**config.mk**
```make
export PLATFORM = sky130hd
export DESIGN_NAME = sc01_phoneme_queue
export DESIGN_NICKNAME = d
export VERILOG_FILES = /design/src/rtl/sc01_pkg.sv /design/src/rtl/sc01_cmd_fifo.sv /design/src/rtl/sc01_phoneme_queue.sv
export SDC_FILE = /design/constraint.sdc
export NUM_CORES = 1
export LEC_CHECK = 0
export ABC_CLOCK_PERIOD_IN_PS = 4100
export BUFFER_PORTS_ARGS = -buffer_cell sky130_fd_sc_hd__buf_4
export CAP_MARGIN = 20
export CORE_ASPECT_RATIO = 1.2
export CORE_UTILIZATION = 43
export CTS_CLUSTER_SIZE = 40
export DETAILED_ROUTE_END_ITERATION = 7
export GPL_TIMING_DRIVEN = 0
export PLACE_DENSITY = 0.57
export SKIP_LAST_GASP = 1
export SLEW_MARGIN = 20
export SYNTH_ARGS = -nofsm -noshare
export SYNTH_HDL_FRONTEND = slang
export SYNTH_SLANG_ARGS = --single-unit
```
**constraint.sdc**
```tcl
create_clock -name clk -period 4.1 [get_ports clk]
set_clock_uncertainty 0.15 [all_clocks]
set_input_delay 0.205 -clock clk [delete_from_list [all_inputs] [get_ports clk]]
set_output_delay 0.205 -clock clk [all_outputs]
set_load 0.1 [all_outputs]
```
**src/rtl/sc01_pkg.sv**
```systemverilog
// Shared definitions for the SC-01 command path: field widths, the STOP code,
// FSM state encoding and default timing constants.
package sc01_pkg;

    localparam int PH_W    = 6;
    localparam int PITCH_W = 2;
    localparam int CMD_W   = PH_W + PITCH_W;

    localparam logic [PH_W-1:0] PH_STOP = 6'd63;

    localparam int DEF_DEPTH        = 8;
    localparam int DEF_SETUP_CYC    = 2;
    localparam int DEF_STROBE_CYC   = 2;
    localparam int DEF_BUSY_TIMEOUT = 16;

    typedef enum logic [1:0] {
        ST_IDLE   = 2'd0,
        ST_SETUP  = 2'd1,
        ST_STROBE = 2'd2,
        ST_WAIT   = 2'd3
    } sc01_state_e;

    // Bits needed to hold values 0..max_val (at least one bit).
    function automatic int bits_for(input int max_val);
        return (max_val < 2) ? 1 : $clog2(max_val + 1);
    endfunction

endpackage

```
**src/rtl/sc01_cmd_fifo.sv**
```systemverilog
// Synchronous command FIFO with registered status and a registered head read:
// rd_data updates only on a pop and holds its value otherwise.
module sc01_cmd_fifo
    import sc01_pkg::*;
#(
    parameter int DEPTH = DEF_DEPTH,
    parameter int WIDTH = CMD_W
) (
    input  logic                     clk,
    input  logic                     reset_n,
    input  logic                     push,
    input  logic [WIDTH-1:0]         push_data,
    input  logic                     pop,
    input  logic                     flush,
    output logic [WIDTH-1:0]         rd_data,
    output logic [$clog2(DEPTH):0]   level,
    output logic                     full,
    output logic                     empty
);

    localparam int AW = $clog2(DEPTH);

    logic [WIDTH-1:0] mem [DEPTH];
    logic [AW-1:0]    wr_ptr_reg;
    logic [AW-1:0]    rd_ptr_reg;
    logic [AW:0]      level_reg;
    logic [AW:0]      level_next;
    logic             full_reg;
    logic             empty_reg;
    logic [WIDTH-1:0] rd_data_reg;
    logic             do_push;
    logic             do_pop;

    // Status is judged on the registered flags, so a write while full is
    // dropped even when a pop happens in the same cycle.
    assign do_push = push && !full_reg && !flush;
    assign do_pop  = pop && !empty_reg && !flush;

    always_comb begin
        level_next = level_reg + {{AW{1'b0}}, do_push} - {{AW{1'b0}}, do_pop};
    end

    always_ff @(posedge clk) begin
        if (do_push) begin
            mem[wr_ptr_reg] <= push_data;
        end
    end

    always_ff @(posedge clk) begin
        if (!reset_n) begin
            wr_ptr_reg  <= '0;
            rd_ptr_reg  <= '0;
            level_reg   <= '0;
            full_reg    <= 1'b0;
            empty_reg   <= 1'b1;
            rd_data_reg <= '0;
        end else if (flush) begin
            wr_ptr_reg <= '0;
            rd_ptr_reg <= '0;
            level_reg  <= '0;
            full_reg   <= 1'b0;
            empty_reg  <= 1'b1;
        end else begin
            if (do_push) begin
                wr_ptr_reg <= wr_ptr_reg + 1'b1;
            end
            if (do_pop) begin
                rd_ptr_reg  <= rd_ptr_reg + 1'b1;
                rd_data_reg <= mem[rd_ptr_reg];
            end
            level_reg <= level_next;
            full_reg  <= (level_next == (AW+1)'(DEPTH));
            empty_reg <= (level_next == '0);
        end
    end

    assign rd_data = rd_data_reg;
    assign level   = level_reg;
    assign full    = full_reg;
    assign empty   = empty_reg;

endmodule

```
**src/rtl/sc01_phoneme_queue.sv**
```systemverilog
// Buffers CPU phoneme writes and hands them to the SC-01 one at a time:
// setup, latch strobe, then wait for AR (or a timeout) before the next one.
module sc01_phoneme_queue
    import sc01_pkg::*;
#(
    parameter int DEPTH        = DEF_DEPTH,
    parameter int SETUP_CYC    = DEF_SETUP_CYC,
    parameter int STROBE_CYC   = DEF_STROBE_CYC,
    parameter int BUSY_TIMEOUT = DEF_BUSY_TIMEOUT
) (
    input  logic                    clk,
    input  logic                    reset_n,
    input  logic                    wr_en,
    input  logic [CMD_W-1:0]        wr_data,
    input  logic                    flush,
    input  logic                    ar,
    output logic [PH_W-1:0]         ph_code,
    output logic [PITCH_W-1:0]      pitch,
    output logic                    latch,
    output logic [$clog2(DEPTH):0]  level,
    output logic                    full,
    output logic                    empty,
    output logic                    overflow,
    output logic                    busy
);

    localparam int CNT_MAX = ((SETUP_CYC > STROBE_CYC) ? SETUP_CYC : STROBE_CYC) - 1;
    localparam int CNT_W   = bits_for(CNT_MAX);
    localparam int TO_W    = bits_for(BUSY_TIMEOUT);

    sc01_state_e      state_reg;
    logic [CNT_W-1:0] cnt_reg;
    logic [TO_W-1:0]  to_cnt_reg;
    logic [TO_W-1:0]  to_inc;
    logic             ar_seen_reg;
    logic             latch_reg;
    logic             busy_reg;
    logic             overflow_reg;
    logic             wr_pend_reg;
    logic [CMD_W-1:0] wr_data_reg;
    logic             fifo_pop;
    logic             fifo_full;
    logic             fifo_empty;
    logic             timed_out;
    logic [CMD_W-1:0] head_data;

    // CPU writes are captured first and pushed one edge later; flush discards
    // both the captured write and any write arriving with it.
    always_ff @(posedge clk) begin
        if (!reset_n || flush) begin
            wr_pend_reg <= 1'b0;
            wr_data_reg <= '0;
        end else begin
            wr_pend_reg <= wr_en;
            if (wr_en) begin
                wr_data_reg <= wr_data;
            end
        end
    end

    always_ff @(posedge clk) begin
        if (!reset_n || flush) begin
            overflow_reg <= 1'b0;
        end else if (wr_pend_reg && fifo_full) begin
            overflow_reg <= 1'b1;
        end
    end

    assign fifo_pop = (state_reg == ST_IDLE) && !fifo_empty && !flush;

    sc01_cmd_fifo #(
        .DEPTH (DEPTH),
        .WIDTH (CMD_W)
    ) u_fifo (
        .clk       (clk),
        .reset_n   (reset_n),
        .push      (wr_pend_reg),
        .push_data (wr_data_reg),
        .pop       (fifo_pop),
        .flush     (flush),
        .rd_data   (head_data),
        .level     (level),
        .full      (fifo_full),
        .empty     (fifo_empty)
    );

    assign to_inc    = (to_cnt_reg == TO_W'(BUSY_TIMEOUT)) ? to_cnt_reg : to_cnt_reg + 1'b1;
    // Timeout only applies when AR never went low, i.e. the code was ignored.
    assign timed_out = (to_inc == TO_W'(BUSY_TIMEOUT)) && !ar_seen_reg && ar;

    always_ff @(posedge clk) begin
        if (!reset_n) begin
            state_reg   <= ST_IDLE;
            cnt_reg     <= '0;
            to_cnt_reg  <= '0;
            ar_seen_reg <= 1'b0;
            latch_reg   <= 1'b0;
            busy_reg    <= 1'b0;
        end else begin
            busy_reg <= (state_reg != ST_IDLE) || !fifo_empty || wr_pend_reg;
            unique case (state_reg)
                ST_IDLE: begin
                    if (fifo_pop) begin
                        cnt_reg   <= CNT_W'(SETUP_CYC - 1);
                        state_reg <= ST_SETUP;
                    end
                end
                ST_SETUP: begin
                    if (flush) begin
                        state_reg <= ST_IDLE;
                    end else if (cnt_reg == '0) begin
                        cnt_reg     <= CNT_W'(STROBE_CYC - 1);
                        to_cnt_reg  <= '0;
                        ar_seen_reg <= 1'b0;
                        latch_reg   <= 1'b1;
                        state_reg   <= ST_STROBE;
                    end else begin
                        cnt_reg <= cnt_reg - 1'b1;
                    end
                end
                ST_STROBE: begin
                    if (flush) begin
                        latch_reg <= 1'b0;
                        state_reg <= ST_IDLE;
                    end else begin
                        to_cnt_reg <= to_inc;
                        if (!ar) begin
                            ar_seen_reg <= 1'b1;
                        end
                        if (cnt_reg == '0) begin
                            latch_reg <= 1'b0;
                            state_reg <= ST_WAIT;
                        end else begin
                            cnt_reg <= cnt_reg - 1'b1;
                        end
                    end
                end
                ST_WAIT: begin
                    to_cnt_reg <= to_inc;
                    if (!ar) begin
                        ar_seen_reg <= 1'b1;
                    end
                    if ((ar_seen_reg && ar) || timed_out) begin
                        state_reg <= ST_IDLE;
                    end
                end
                default: state_reg <= ST_IDLE;
            endcase
        end
    end

    assign ph_code  = head_data[PH_W-1:0];
    assign pitch    = head_data[CMD_W-1:PH_W];
    assign latch    = latch_reg;
    assign full     = fifo_full;
    assign empty    = fifo_empty;
    assign overflow = overflow_reg;
    assign busy     = busy_reg;

endmodule

```
* Word-level counts from Yosys, hierarchy flattened
Memories as Yosys holds them, arrays and structs flattened. A register that Yosys moved wholly into a read port is not among the register bits.
Index checks and enable logic that the tools add are counted.
** Operators by class
- Reduce and logical (&&, ||, !) cells :: 32
- Muxes and demuxes :: 29
- Equality and inequality tests :: 13
- Bitwise logic cells :: 2
- Add/sub/neg operators :: 6
** Operator list (count)
- 2-to-1 mux 5 bit :: 4
- AND reduction 4 bit :: 4
- case mux 5 bit (3 select lines) :: 1
- 2-to-1 mux 1 bit :: 14
- 2-to-1 mux 2 bit :: 6
- equality test 5 bit (second input constant) :: 2
- logical AND 1 bit :: 10
- != test 2 bit (second input constant) :: 4
- case mux 2 bit (4 select lines) :: 1
- adder 3 x 1 -> 3 bit (second input constant) :: 2
- zero test 1 bit :: 6
- != test 3 bit (second input constant) :: 2
- case mux 1 bit (3 select lines) :: 2
- nonzero test 3 bit :: 2
- adder 5 x 1 -> 5 bit (second input constant) :: 1
- adder 4 x 1 -> 4 bit :: 1
- equality test 2 bit (second input constant) :: 2
- equality test 4 bit (second input constant) :: 1
- zero test 4 bit :: 1
- logical OR 1 bit :: 4
- nonzero test 2 bit :: 2
- subtractor 4 x 1 -> 4 bit :: 1
- equality test 2 x 1 -> 1 bit (second input constant) :: 1
- zero test 2 bit :: 1
- 6 further kinds :: 7
** Word-level totals
- Output and inout bits :: 17
- Bits in registers :: 33
- Bits in writable memories :: 64
- Input bits :: 13
- Memories :: 1
** Memory list
- u_fifo.mem :: depth 8, bits a word 8, read ports 1, clocked after memory_dff 1, wr ports 1, line sc01_cmd_fifo.sv:23 : logic [WIDTH-1:0] mem [DEPTH];

* Logic depth before layout (Yosys ltp)
- Word-level depth :: 8
- Mapped depth :: 11
- Gate-level depth less buffers :: 9

* Hierarchy
A second synthesis with hierarchy kept.
** Unflattened totals
- Cells, all modules :: 354
- Area total of the unflattened synthesis :: 4439.3 µm²
** Modules (own cells, without submodules)
- sc01_cmd_fifo :: area an instance 3370.7 µm², cells each 229, instances 1
- sc01_phoneme_queue :: area an instance 1068.5 µm², cells each 125, instances 1

* Worst setup path before layout
Ideal clock, no wire load.
- Path kind :: register -> register
- From :: reg u_fifo.empty_reg, in the netlist u_fifo.empty
- To :: reg u_fifo.empty_reg, in the netlist u_fifo.empty
- Arrival :: 2572 ps
- Setup slack :: 1304 ps
- Cell stages (with the launch flop) :: 10
- Required time :: 3876 ps
- Library setup time :: 74 ps
- Cell sequence :: dfxtp_1 -> nor4_4 -> buf_4 -> ha_1 -> inv_1 -> ha_1 -> fa_1 -> xnor2_1 -> nand2_1 -> o21ai_0
** On the way
- Cells in the longest elaborated chain, start to end :: 7
** Ends and longest elaborated chain
- start: declaration :: line sc01_cmd_fifo.sv:29 : logic empty_reg;
- start signal: assignment :: line sc01_cmd_fifo.sv:73 : empty_reg <= (level_next == '0);
- zero test 1 bit (*) :: line sc01_cmd_fifo.sv:37, sc01_phoneme_queue.sv:69
- logical AND 1 bit (2 in a row) :: line sc01_phoneme_queue.sv:69 : assign fifo_pop = (state_reg == ST_IDLE) && !fifo_empty && !flush;
- logical AND 1 bit (*) (2 in a row) :: line sc01_cmd_fifo.sv:37 : assign do_pop = pop && !empty_reg && !flush;
- named net u_fifo.do_pop :: line sc01_cmd_fifo.sv:32 : logic do_pop;
- subtractor 4 x 1 -> 4 bit (*) :: line sc01_cmd_fifo.sv:40 : level_next = level_reg + {{AW{1'b0}}, do_push} - {{AW{1'b0}}, do_pop};
- zero test 4 bit (*) :: line sc01_cmd_fifo.sv:73
Mark *: on every way through the listed nets, which the timed path passes. The rest lies on a longest branch.
A chain may end at the register's enable or synchronous reset.

* Worst setup path after layout
- From :: reg state_reg[0]
- To :: reg u_fifo.empty_reg, in the netlist u_fifo.empty
** On the way
- Cells in the longest elaborated chain, start to end :: 7
** Ends and longest elaborated chain
- start: declaration :: line sc01_phoneme_queue.sv:31 : sc01_state_e state_reg;
- start signal: assignment :: line sc01_phoneme_queue.sv:93 : state_reg <= ST_IDLE;
- start signal: assignment :: line sc01_phoneme_queue.sv:105 : state_reg <= ST_SETUP;
- start signal: assignment :: line sc01_phoneme_queue.sv:110 : state_reg <= ST_IDLE;
- zero test 2 bit :: line sc01_phoneme_queue.sv:69
- logical AND 1 bit (2 in a row) :: line sc01_phoneme_queue.sv:69
- logical AND 1 bit (2 in a row) :: line sc01_cmd_fifo.sv:37
- named net u_fifo.do_pop :: line sc01_cmd_fifo.sv:32
- subtractor 4 x 1 -> 4 bit :: line sc01_cmd_fifo.sv:40
- zero test 4 bit :: line sc01_cmd_fifo.sv:73
The timed path passes the listed nets, and every way through them passes these cells.

==> reports/qor.log <==
[status] outcome completed
[floorplanning] die area 10500 um^2
[layout] antenna fix cells 0
[layout] Final Instance Count excl. Fillers 486
[route] post-route DRC violation count 0
[layout] fraction of final layout cells sized beyond drive strength 1 21.5%
[sta] worst hold slack 0.0870 ns
[sta] endpoints failing hold 0
[route] routed vias 2544
[pwr] maximum vdd ir drop 0.280 mV
[floorplanning] number of cell rows 39
[cts] clock tree from TritonCTS built
[grt] routing usage on met3 2.87%
[worst_setup_path] Critical R2R Launch state_reg[0]
[cts] clock tree root driver cell sky130_fd_sc_hd__clkbuf_16
[cts] cts bufs inserted 9
[logic_synthesis] gate count after technology mapping 311
[grt] wire length of the first global-routing pass 13200 um
[sta] Max Clock Freq 373 MHz
[sta] TNS Setup 0 ns
[sta] transition time of the tightest slew-check pin 0.884 ns
[pwr] Net Sw Frac 26.5%
[cts] CTS Buffer Depth 2
[sta] final critical delay including setup and external delays 2.68 ns
[logic_synthesis] sequential element share of the synthesized area 63.5%
[logic_synthesis] synthesized cell area 4320 um^2
[cts] Skew-Pair Late Insertion Delay 0.34 ns
[logic_synthesis] average footprint of a synthesized cell 13.9 um^2
[sta] setup violators final 0
[layout] fin util 52.6%
[place] half-perimeter wire length after placement 5690 um
[worst_setup_path] CP startpoint kind register
[logic_synthesis] post-synth cell types 43
[place] number of buffers inserted by port buffering 28
[pwr] Clock Power Share 36.9%
[worst_setup_path] data arrival time at the worst-slack endpoint 2.81 ns
[worst_setup_path] start point of the critical path state_reg[0]
[sta] max-slew violation total from the final report 0
[pwr] part of the power in combinational logic 13.8%
[worst_hold_path] start point of the worst min-delay path ar
[cts] sink count of the clock tree 105
[grt] overall global routing resource usage 17.3%
[floorplanning] starting density of the core 44.7%
[route] Routed wire per std cell 16.9 um
[route] count of nets left with antenna violations after detail routing 0
[grt] antenna violations before repair 0
[floorplanning] vertical die dimension 112 um
[worst_setup_path] kind of end point of the critical path register
[layout] area delta synth->final 17.6%
[layout] Largest register FFs 64
[layout] most common library cell in the layout ignoring fill and taps sky130_fd_sc_hd__edfxtp_1
[sta] unrepaired setup endpoints after global routing no
[floorplanning] Top-Level Pins 30
[grt] global-route layer with the greatest usage met2
[worst_hold_path] instance count along the most critical hold path 4
[route] number of search-and-repair iterations in the first detailed-routing pass 4
[worst_setup_path] number of cells on the worst reg-to-reg path 10
[sta] share of the clock period used by the worst path after layout 65.5%
[layout] NumNets Final 380
[pwr] sequential fraction of design power 49.3%
[grt] number of global-route vias before repair 2602
[pwr] switching power 0.625 mW
[logic_synthesis] share of synthesized flip-flops with an asynchronous set or reset 0%
[logic_synthesis] Yosys reg bits 105
[grt] met1 Resource Use GR 21.4%
[route] via density per instance 5.23
[worst_setup_path] Worst Setup Path Type register to register
[pwr] P per Cell Area 465 nW/um^2
[place] total placed cells including tap cells 462
[grt] global route overflow 0
[grt] maximum number of pins on one net before global-route repair 19
[pwr] Final Power 2.36 mW
[layout] highest-count cells in the layout ignoring fill and taps sky130_fd_sc_hd__edfxtp_1, sky130_fd_sc_hd__dfxtp_1, sky130_fd_sc_hd__nor2_1
[cts] maximum level of the CTS H-tree 3
[sta] Rel. slew slack 40.9%
[logic_synthesis] Most used DFF post-synth sky130_fd_sc_hd__edfxtp_1
[floorplanning] Die W 93.5 um
[place] placer's final routability congestion estimate 0.761
[route] wirelength, routed 8200 um
[pwr] P_int 1.74 mW
[route] DR iter-0 viols 69
[worst_setup_path] maximum fanout along the worst path 10
[layout] Filler Cells Inserted 838
[logic_synthesis] count of flip-flops with a built-in enable after synthesis 64
[flow_run] max-cap violation count 0
[floorplanning] core footprint 9660 um^2
[logic_synthesis] Ys Warns 0
[pwr] leakage power summed over all cells 1.83 nW
[logic_synthesis] Post-Synthesis Net Count 333
[grt] Global Route met2 Usage 29.2%
[worst_hold_path] class of the worst hold path input pin to register
[cts] Clock Pin Slew Worst Setup and Hold Paths 0.07 ns
[worst_setup_path] data required time of the critical path 4.22 ns
[metal layers]
layer / routed length, um / vias to the layer above
li1: - / 1241
met1: 3580 / 1240
met2: 4210 / 48
met3: 219 / 15
met4: 194 / 0
met5: 0 / -
[cells by family (layout without fill, tap and decap cells)]
family / count (synthesis) / after routing / synth area share, %
flip-flops: 105 / 105 / 63.5
AND/OR/NAND/NOR: 73 / 73 / 8.63
AO/OA/AOI/OAI: 54 / 54 / 7.96
multiplexers: 34 / 34 / 12.5
buffers and inverters: 29 / 81 / 3.21
adder cells (fa/ha/maj): 9 / 9 / 2.78
XOR/XNOR: 7 / 7 / 1.42
[through the flow]
stage	worst slack [ns]	area [um^2]
5_1_grt	1.19	5080
3_3_place_gp	1.39	4680
6_report	1.42	5080
3_5_place_dp	1.39	4690
4_1_cts	1.38	5080
2_1_floorplan	1.30	4320
[final timing paths]
path | end | slack [ns]
max | u_fifo.empty | 1.42
min | state_reg[1] | 0.09
max reg2reg | u_fifo.empty | 1.42
min reg2reg | latch | 0.34
[power groups by stage]
stage / sequential, mW / combinational [mW] / clock, mW
floorplan: 1.31 / 0.125 / 0
global placement: 1.19 / 0.319 / 0
detailed placement: 1.19 / 0.321 / 0
CTS: 1.16 / 0.329 / 0.890
global route: 1.17 / 0.349 / 0.931
finish: 1.16 / 0.326 / 0.872
[cell type report]
cell class / instances / area, um^2 / area share (%)
sequential: 105 / 2740 / 54.0
multi-input combinational: 177 / 1450 / 28.5
timing repair buffer: 36 / 290 / 5.71
clock buffer: 11 / 243 / 4.78
tap: 123 / 154 / 3.03
buffer: 15 / 86.3 / 1.70
clock inverter: 5 / 65.1 / 1.28
inverter: 14 / 52.6 / 1.03
[synthesized netlist by cell type, types with 2 or more instances]
cell type | number | area, um^2
sky130_fd_sc_hd__a21o_1 | 3 | 22.5
sky130_fd_sc_hd__mux4_2 | 16 | 360
sky130_fd_sc_hd__clkbuf_1 | 5 | 18.8
sky130_fd_sc_hd__buf_4 | 2 | 15.0
sky130_fd_sc_hd__nor3_1 | 8 | 40.0
sky130_fd_sc_hd__nor2b_1 | 5 | 31.3
sky130_fd_sc_hd__xnor2_1 | 5 | 43.8
sky130_fd_sc_hd__buf_2 | 5 | 25.0
sky130_fd_sc_hd__a21oi_1 | 20 | 100
sky130_fd_sc_hd__buf_6 | 2 | 22.5
sky130_fd_sc_hd__o21ai_1 | 2 | 10.0
sky130_fd_sc_hd__dfxtp_1 | 41 | 821
sky130_fd_sc_hd__mux2i_1 | 18 | 180
sky130_fd_sc_hd__nor2_1 | 31 | 116
sky130_fd_sc_hd__nand2_1 | 9 | 33.8
sky130_fd_sc_hd__edfxtp_1 | 64 | 1920
sky130_fd_sc_hd__xor2_1 | 2 | 17.5
sky130_fd_sc_hd__ha_1 | 8 | 100
sky130_fd_sc_hd__o21ai_0 | 14 | 70.1
sky130_fd_sc_hd__inv_1 | 14 | 52.6
sky130_fd_sc_hd__nand3_1 | 5 | 25.0
sky130_fd_sc_hd__nand2b_1 | 6 | 37.5
sky130_fd_sc_hd__and2_1 | 6 | 37.5
[critical path, cell delays in order, from the launching register on]
cell,delay (ns)
sky130_fd_sc_hd__dfxtp_1,0.30
sky130_fd_sc_hd__buf_4,0.17
sky130_fd_sc_hd__nor4_4,0.48
sky130_fd_sc_hd__buf_4,0.26
sky130_fd_sc_hd__ha_1,0.13
sky130_fd_sc_hd__inv_1,0.04
sky130_fd_sc_hd__ha_1,0.20
sky130_fd_sc_hd__fa_1,0.38
sky130_fd_sc_hd__xnor2_1,0.24
sky130_fd_sc_hd__nand2_1,0.10
sky130_fd_sc_hd__o21ai_0,0.15
[repair_timing]
action | 4_1_cts | 5_1_grt
setup buffers | 0 | 0
hold buffers | 8 | 0
hold endpoints to repair | 8 | 0
gates resized for setup | 0 | 0
Power figures use the tool's default switching activity.
